--- src/rtl/i_mem_writer_if.sv ---
// Load-command and byte-write-port bundle between a program source and the instruction-memory loader.
interface i_mem_writer_if #(
  parameter int ADDR_W = 32
);
  logic              start;
  logic [ADDR_W-1:0] start_addr;
  logic [ADDR_W-1:0] num_words;
  logic [31:0]       word_in;
  logic              word_valid;
  logic              word_ready;
  logic              mem_we;
  logic [ADDR_W-1:0] mem_waddr;
  logic [7:0]        mem_wdata;
  logic              busy;
  logic              done;
  logic [ADDR_W-1:0] words_done;

  modport master (
    output start, start_addr, num_words, word_in, word_valid,
    input  word_ready, mem_we, mem_waddr, mem_wdata, busy, done, words_done
  );

  modport slave (
    input  start, start_addr, num_words, word_in, word_valid,
    output word_ready, mem_we, mem_waddr, mem_wdata, busy, done, words_done
  );
endinterface

--- src/rtl/i_mem_writer.sv ---
// Program loader: splits 32-bit words into little-endian byte writes, 4 write cycles per word.
// Latency: accept at edge N -> bytes on cycles N+1..N+4, 5-cycle throughput; word_ready low while writing.
module i_mem_writer #(
  parameter int MEM_BYTES = 64,
  parameter int ADDR_W    = 32
) (
  input logic           clk,
  input logic           rst_n,
  i_mem_writer_if.slave bus
);

  typedef enum logic [1:0] {IDLE, ACCEPT, WRITE, DONE} state_t;

  localparam logic [ADDR_W-1:0] BYTE_MASK = ADDR_W'(MEM_BYTES - 1);
  localparam logic [ADDR_W-1:0] WORD_MASK = BYTE_MASK & ~ADDR_W'(3);

  state_t            state_q, state_d;
  logic [ADDR_W-1:0] addr_q;
  logic [ADDR_W-1:0] left_q;
  logic [ADDR_W-1:0] words_done_q;
  logic [31:0]       word_q;
  logic [1:0]        b_q;
  logic [7:0]        wdata_q;

  always_ff @(posedge clk or negedge rst_n) begin
    if (!rst_n) state_q <= IDLE;
    else        state_q <= state_d;
  end

  always_comb begin
    state_d = state_q;
    case (state_q)
      IDLE:    if (bus.start) state_d = (bus.num_words == '0) ? DONE : ACCEPT;
      ACCEPT:  if (bus.word_valid) state_d = WRITE;
      // left_q still counts the word being written, so 1 means this is the last one
      WRITE:   if (b_q == 2'd3) state_d = (left_q == ADDR_W'(1)) ? DONE : ACCEPT;
      DONE:    state_d = IDLE;
      default: state_d = IDLE;
    endcase
  end

  always_ff @(posedge clk or negedge rst_n) begin
    if (!rst_n) begin
      addr_q       <= '0;
      left_q       <= '0;
      words_done_q <= '0;
      word_q       <= '0;
      b_q          <= '0;
      wdata_q      <= '0;
    end else begin
      case (state_q)
        IDLE: begin
          if (bus.start) begin
            addr_q       <= bus.start_addr & WORD_MASK;
            left_q       <= bus.num_words;
            words_done_q <= '0;
          end
        end
        ACCEPT: begin
          if (bus.word_valid) begin
            word_q  <= bus.word_in;
            b_q     <= 2'd0;
            wdata_q <= bus.word_in[7:0];
          end
        end
        WRITE: begin
          addr_q <= (addr_q + ADDR_W'(1)) & BYTE_MASK;
          b_q    <= b_q + 2'd1;
          // wdata_q is staged one byte ahead and holds the top byte once the word is done
          case (b_q)
            2'd0:    wdata_q <= word_q[15:8];
            2'd1:    wdata_q <= word_q[23:16];
            2'd2:    wdata_q <= word_q[31:24];
            default: wdata_q <= wdata_q;
          endcase
          if (b_q == 2'd3) begin
            left_q <= left_q - ADDR_W'(1);
            if (words_done_q != '1) words_done_q <= words_done_q + ADDR_W'(1);
          end
        end
        default: ;
      endcase
    end
  end

  assign bus.word_ready = (state_q == ACCEPT);
  assign bus.mem_we     = (state_q == WRITE);
  assign bus.busy       = (state_q != IDLE);
  assign bus.done       = (state_q == DONE);
  assign bus.mem_waddr  = addr_q;
  assign bus.mem_wdata  = wdata_q;
  assign bus.words_done = words_done_q;

endmodule

--- src/flat_wrapper.sv ---
// flat-port wrapper written by rule: the top's interface ports become plain ports
module i_mem_writer_flat 
#(
  parameter int MEM_BYTES = 64,
  parameter int ADDR_W    = 32
)
  (clk, rst_n, bus_start, bus_start_addr, bus_num_words, bus_word_in, bus_word_valid, bus_word_ready, bus_mem_we, bus_mem_waddr, bus_mem_wdata, bus_busy, bus_done, bus_words_done);
  i_mem_writer_if #(.ADDR_W(ADDR_W)) bus_i ();
  input logic clk;
  input logic rst_n;
  input wire logic [$bits(bus_i.start)-1:0] bus_start;
  input wire logic [$bits(bus_i.start_addr)-1:0] bus_start_addr;
  input wire logic [$bits(bus_i.num_words)-1:0] bus_num_words;
  input wire logic [$bits(bus_i.word_in)-1:0] bus_word_in;
  input wire logic [$bits(bus_i.word_valid)-1:0] bus_word_valid;
  output wire logic [$bits(bus_i.word_ready)-1:0] bus_word_ready;
  output wire logic [$bits(bus_i.mem_we)-1:0] bus_mem_we;
  output wire logic [$bits(bus_i.mem_waddr)-1:0] bus_mem_waddr;
  output wire logic [$bits(bus_i.mem_wdata)-1:0] bus_mem_wdata;
  output wire logic [$bits(bus_i.busy)-1:0] bus_busy;
  output wire logic [$bits(bus_i.done)-1:0] bus_done;
  output wire logic [$bits(bus_i.words_done)-1:0] bus_words_done;
  assign bus_i.start = bus_start;
  assign bus_i.start_addr = bus_start_addr;
  assign bus_i.num_words = bus_num_words;
  assign bus_i.word_in = bus_word_in;
  assign bus_i.word_valid = bus_word_valid;
  assign bus_word_ready = bus_i.word_ready;
  assign bus_mem_we = bus_i.mem_we;
  assign bus_mem_waddr = bus_i.mem_waddr;
  assign bus_mem_wdata = bus_i.mem_wdata;
  assign bus_busy = bus_i.busy;
  assign bus_done = bus_i.done;
  assign bus_words_done = bus_i.words_done;
  i_mem_writer #(.MEM_BYTES(MEM_BYTES), .ADDR_W(ADDR_W)) u_core (.clk(clk), .rst_n(rst_n), .bus(bus_i));
endmodule
--- config.mk ---
export PLATFORM = sky130hd
export DESIGN_NAME = i_mem_writer_flat
export DESIGN_NICKNAME = d
export VERILOG_FILES = /design/src/rtl/i_mem_writer_if.sv /design/src/rtl/i_mem_writer.sv /design/src/flat_wrapper.sv
export SDC_FILE = /design/constraint.sdc
export NUM_CORES = 1
export LEC_CHECK = 0
export BUFFER_PORTS_ARGS = -buffer_cell sky130_fd_sc_hd__clkbuf_2
export CELL_PAD_IN_SITES_DETAIL_PLACEMENT = 0
export CELL_PAD_IN_SITES_GLOBAL_PLACEMENT = 1
export CORE_ASPECT_RATIO = 0.75
export CORE_UTILIZATION = 42
export DETAILED_ROUTE_END_ITERATION = 7
export HOLD_SLACK_MARGIN = 0.1
export PLACE_DENSITY_LB_ADDON = 0.08
export SYNTH_ARGS = -nofsm -noshare
export SYNTH_HDL_FRONTEND = slang
export SYNTH_SLANG_ARGS = --single-unit
--- constraint.sdc ---
create_clock -name clk -period 5.9 [get_ports clk]
set_input_delay 0.885 -clock clk [delete_from_list [all_inputs] [get_ports clk]]
set_output_delay 0.885 -clock clk [all_outputs]
set_load 0.01 [all_outputs]
# [Yosys cells after proc, flatten, opt, wreduce, memory -nomap -nowiden]
# Cells that the tools add are included.
[word_totals] romBits=0 input_bits=100 latchBits=0 reg_bits=140 out_inout_bits=76 ramBits=0 n_memories=0
[classes] mux=20 multipliers=0 n_div=0 shift=0 addsub=4 n_bitwise=0 n_reduce_logical=13 eq_ne=13 magnitude_cmp=0
[op_table] cell="two-way mux 32 bit" count=6
[op_table] cell="case mux 32 bit (2 select lines)" count=3
[op_table] cell="adder 32 x 1 -> 32 bit, second input constant" count=1
[op_table] cell="equality test 32 x 1 -> 1 bit, second input constant" count=1
[op_table] cell="logical NOT 32 bit" count=1
[op_table] cell="inequality test 32 bit, second input constant" count=1
[op_table] cell="subtractor 32 x 1 -> 32 bit, second input constant" count=1
[op_table] cell="case mux 8 bit (3 select lines)" count=1
[op_table] cell="case mux 8 bit (2 select lines)" count=1
[op_table] cell="two-way mux 2 bit" count=6
[op_table] cell="AND reduction 3 bit" count=3
[op_table] cell="equality test 2 bit, second input constant" count=4
[op_table] cell="two-way mux 8 bit" count=1
[op_table] cell="case mux 2 bit (4 select lines)" count=1
[op_table] cell="adder 6 x 1 -> 6 bit, second input constant" count=1
[op_table] cell="AND reduction 2 bit" count=3
[op_table] cell="nonzero test 2 bit" count=3
[op_table] cell="equality test 2 x 1 -> 1 bit, second input constant" count=2
[op_table] cell="logical NOT 2 bit" count=2
[op_table] cell="inequality test 2 x 1 -> 1 bit, second input constant" count=2
[op_table] cell="inequality test 2 bit, second input constant" count=2
[op_table] cell="inequality test 4 x 1 -> 1 bit, second input constant" count=1
[op_table] cell="case mux 2 bit (2 select lines)" count=1
[op_table] cell="AND reduction 4 bit" count=1
[op_table] cell="adder 2 x 1 -> 2 bit, second input constant" count=1

# [Logic depth before layout (Yosys ltp)]
[depth] ltp_word=4 ltp_mapped=11 ltp_nobuf=7

# [Least setup slack after synthesis]
# No wires, ideal clock.
[synth_timing] path_type="reg2reg" from="register u_core.state_q[0]" to="register u_core.left_q[6]" setup_time_ns=0.121 t_arrival_ns=2.308 n_path_buf=4 path_stages_with_launch=11 required_ns=5.779 slack_ns=3.471 cell_sequence="dfrtp_1 inv_1 ha_1 clkbuf_1 mux2i_1 or2_0 clkbuf_1 clkbuf_1 clkbuf_1 a21oi_1 o22a_1"
[synth_between] elab_chain_cells=3
[synth_rtl] element="start: declaration" line="i_mem_writer.sv:17" rtl="state_t state_q, state_d;"
[synth_rtl] element="start signal: assignment" line="i_mem_writer.sv:27" rtl="else state_q <= state_d;"
[synth_rtl] element="equality test 2 bit or logical NOT 2 bit (tied branches)" line="i_mem_writer.sv:51" rtl="case (state_q)"
[synth_rtl] element="inequality test 2 x 1 -> 1 bit (no line) (tied with other cells)"
[synth_rtl] element="AND reduction 3 bit (no line)"
[synth_rtl] element="end signal: assignment" line="i_mem_writer.sv:55" rtl="left_q <= bus.num_words;"
[synth_rtl] element="end signal: assignment" line="i_mem_writer.sv:77" rtl="left_q <= left_q - ADDR_W'(1);"
[synth_rtl] element="end: declaration" line="i_mem_writer.sv:19" rtl="logic [ADDR_W-1:0] left_q;"
# Several ways; a longest one is shown, not always the timed one.
# A chain may end at the register's enable or synchronous reset.

# [Worst setup path in the final report]
[layout_timing] from="register u_core.state_q[0]" to="register u_core.wdata_q[7] (netlist: u_core.bus.mem_wdata[7])"
[layout_between] elab_chain_cells=3
[layout_rtl] element="equality test 2 bit or equality test 2 x 1 -> 1 bit (tied branches)" line="i_mem_writer.sv:51"
[layout_rtl] element="inequality test 4 x 1 -> 1 bit (no line) (tied with other cells)"
[layout_rtl] element="AND reduction 3 bit (no line)"
[layout_rtl] element="end signal: assignment" line="i_mem_writer.sv:63" rtl="wdata_q <= bus.word_in[7:0];"
[layout_rtl] element="end signal: assignment" line="i_mem_writer.sv:71" rtl="2'd0: wdata_q <= word_q[15:8];"
[layout_rtl] element="end signal: assignment" line="i_mem_writer.sv:72" rtl="2'd1: wdata_q <= word_q[23:16];"
[layout_rtl] element="end: declaration" line="i_mem_writer.sv:23" rtl="logic [7:0] wdata_q;"
# Several ways; a longest one is shown, not always the timed one.

==> reports/metrics.cfg <==
[route]
vias_per_cell = 5.73
wl_um = 16600
drtIter0Drc = 330
dr_total_vias = 5692
drc = 0
dr.pass1.iters = 5
ant_nets = 0
drt-wirelength-per-cell_um = 16.7

[placed_design]
hpwlAfterDp_um = 11600
dpl.cell_count = 978
place_area_um2 = 6900
portBuffers = 121
gp_congestion = 0.813

[yosys]
yosys.area.top_type = dfrtp_1
synth_area_um2 = 6240
syn-mean-instance-area_um2 = 8.99
synth_seq_cells = 106
synthArstFlopShare_pct = 100
ys_types = 60
ys_warn_count = 0
synth_edf_count = 0
ys.flop_type = dfrtp_1
netlist.area_leader.share_pct = 42.5
synthCells = 694
yosysSeqAreaShare_pct = 42.5
yosys-top-cells-area = dfrtp_1, a21oi_1, mux2_2, nand2_1, o21ai_0

[final_layout]
stdcell_area_um2 = 7190
final_util_pct = 49.6
drive_above_1_share_pct = 22.5
area_growth_pct = 15.3
stdcell_count = 994
final_common_cell = clkbuf_2
nets = 902
n_antenna_cell = 0
layout_common_cells = clkbuf_2, dfrtp_1, a21oi_1

[die]
die_w_um = 143
core_area_um2 = 14500
start_util_pct = 43.0
die_area_um2 = 15300
io_pins = 176
die_height_um = 108
rows = 38

[timing]
min_period_ns = 3.89
fmax_mhz = 257
setup_viol = 0
rsz0062_at_grt = no
finalHoldViolCount = 0
fin_skew_ns = 0.0106
fin_crit_sh_pct = 65.9
whs_ns = 0.489
fin_tns_setup_ns = 0
relSlewSlack_pct = 23.0
tightest_slew_ns = 1.16
slew_violations = 0

[power_and_ir_drop]
p_leak_uw = 0.00305
ir_worst_vdd_v = 0.000190
power_density_nw_per_um2 = 425

[clocking]
h-tree-depth = 3
cts_resized = 0
cts_buffer_depth = 2
clk_latency_ns = 0.36
path_clk_slew_ns = 0.07
cts_made_buffers = 9
cts_setup_buffers = 0
root_buffer = clkbuf_16
cts_sinks = 106
holdBufCountCts = 0
cts_tree = built

[grt]
top_usage_layer = met2
grt_max_degree = 58
grt_usage_pct = 22.3
grt_pass1_wl_um = 26700
grt_pass1_vias = 5200
grt_overflow = 0
grtUsageMet1_pct = 32.9
antenna_found_initial = 0
use_met2_pct = 33.4
grtUsageMet3_pct = 4.67

[run_status]
status = completed

[setup_path]
endpoint_kind = flip-flop
required_ns = 6.10
critPathLaunch = u_core.state_q[0]
path_class = reg2reg
rr_startpoint = u_core.state_q[0]
arrival_ns = 4.09
crit_fanout = 40
cp-start-kind = flip-flop
r2r_setup_slack_ns = 2.01
rr_worst_depth = 5

[worst_hold_path]
hp-start = u_core.bus.mem_wdata[0]
hold_path.class = reg2reg
whs_path_depth = 2

[job]
cap_violations = 0

[routing by layer]
metal  vias to the layer above  share of wire (%)
li1                       2770                  -
met1                      2761                 50
met2                       150                 44
met3                        11                4.4
met4                         0               0.80
met5                         -                  0
[cell type report]
type | instances | area [µm²]
Multi-Input combinational cell | 531 | 3290
Sequential cell | 106 | 2650
Timing Repair Buffer | 128 | 661
Fill cell | 1366 | 7310
Clock buffer | 10 | 239
Tap cell | 200 | 250
Inverter | 13 | 48.8
Clock inverter | 6 | 53.8
[state kept, by name (all words and copies together), names as in the netlist]
name                   cells
u_core.b_q                 2
u_core.bus.mem_waddr       6
u_core.bus.mem_wdata       8
u_core.bus.words_done     32
u_core.left_q             32
u_core.state_q             2
u_core.word_q             24
[critical path: stages, from the launching register on]
cell and delay (ns):
dfrtp_1 0.42, inv_1 0.12, ha_2 0.75, clkinv_1 1.10
o311ai_2 1.11, o21ai_0 0.22
[cells in the mapped netlist, types with 10 or more instances]
master	number
clkbuf_1	36
inv_1	12
o21ai_0	39
nand3_1	34
nor2_1	43
or3_1	20
mux2_2	24
dfrtp_1	106
or4_1	20
mux2i_1	10
and3_1	10
nor4_1	17
nand4_1	17
nor3_1	11
ha_1	13
nand2_1	56
o22ai_1	19
buf_4	26
a21oi_1	66
o31ai_1	14
[path summary, 6_finish.rpt]
path / to
max in group asynchronous: u_core.bus.mem_wdata[4]
min: u_core.bus.mem_wdata[0]
min reg2reg: u_core.bus.mem_wdata[0]
max: u_core.bus.mem_wdata[7]
min in group asynchronous: u_core.bus.mem_waddr[4]
max reg2reg: u_core.bus.mem_wdata[7]
[power by group]
part / internal, µW / switching, µW / leakage [µW]
Sequential: 989 / 236 / 0.00131
Clock: 307 / 297 / 0.000142
Combinational: 495 / 734 / 0.00160
Total: 1790 / 1270 / 0.00305
[kinds of logic (layout without fill, tap and decap cells)]
kind of cell,count (synthesis),in the layout,synth area share (%)
buffers and inverters,82,157,6.54
adder cells (fa/ha/maj),13,13,2.61
AND/OR/NAND/NOR,257,257,21.9
multiplexers,34,34,5.94
AO/OA/AOI/OAI,200,200,20.2
XOR/XNOR,1,1,0.140
other,1,26,0.0601
flip-flops,106,106,42.5
[stage by stage]
step | worst slack [ns] | power, µW
after floorplan | 3.47 | 2090
after global placement | 2.14 | 2420
after detailed placement | 1.99 | 2470
after CTS | 1.99 | 3080
after global routing | 1.53 | 3290
final | 2.01 | 3060
Power figures use the tool's default switching activity.
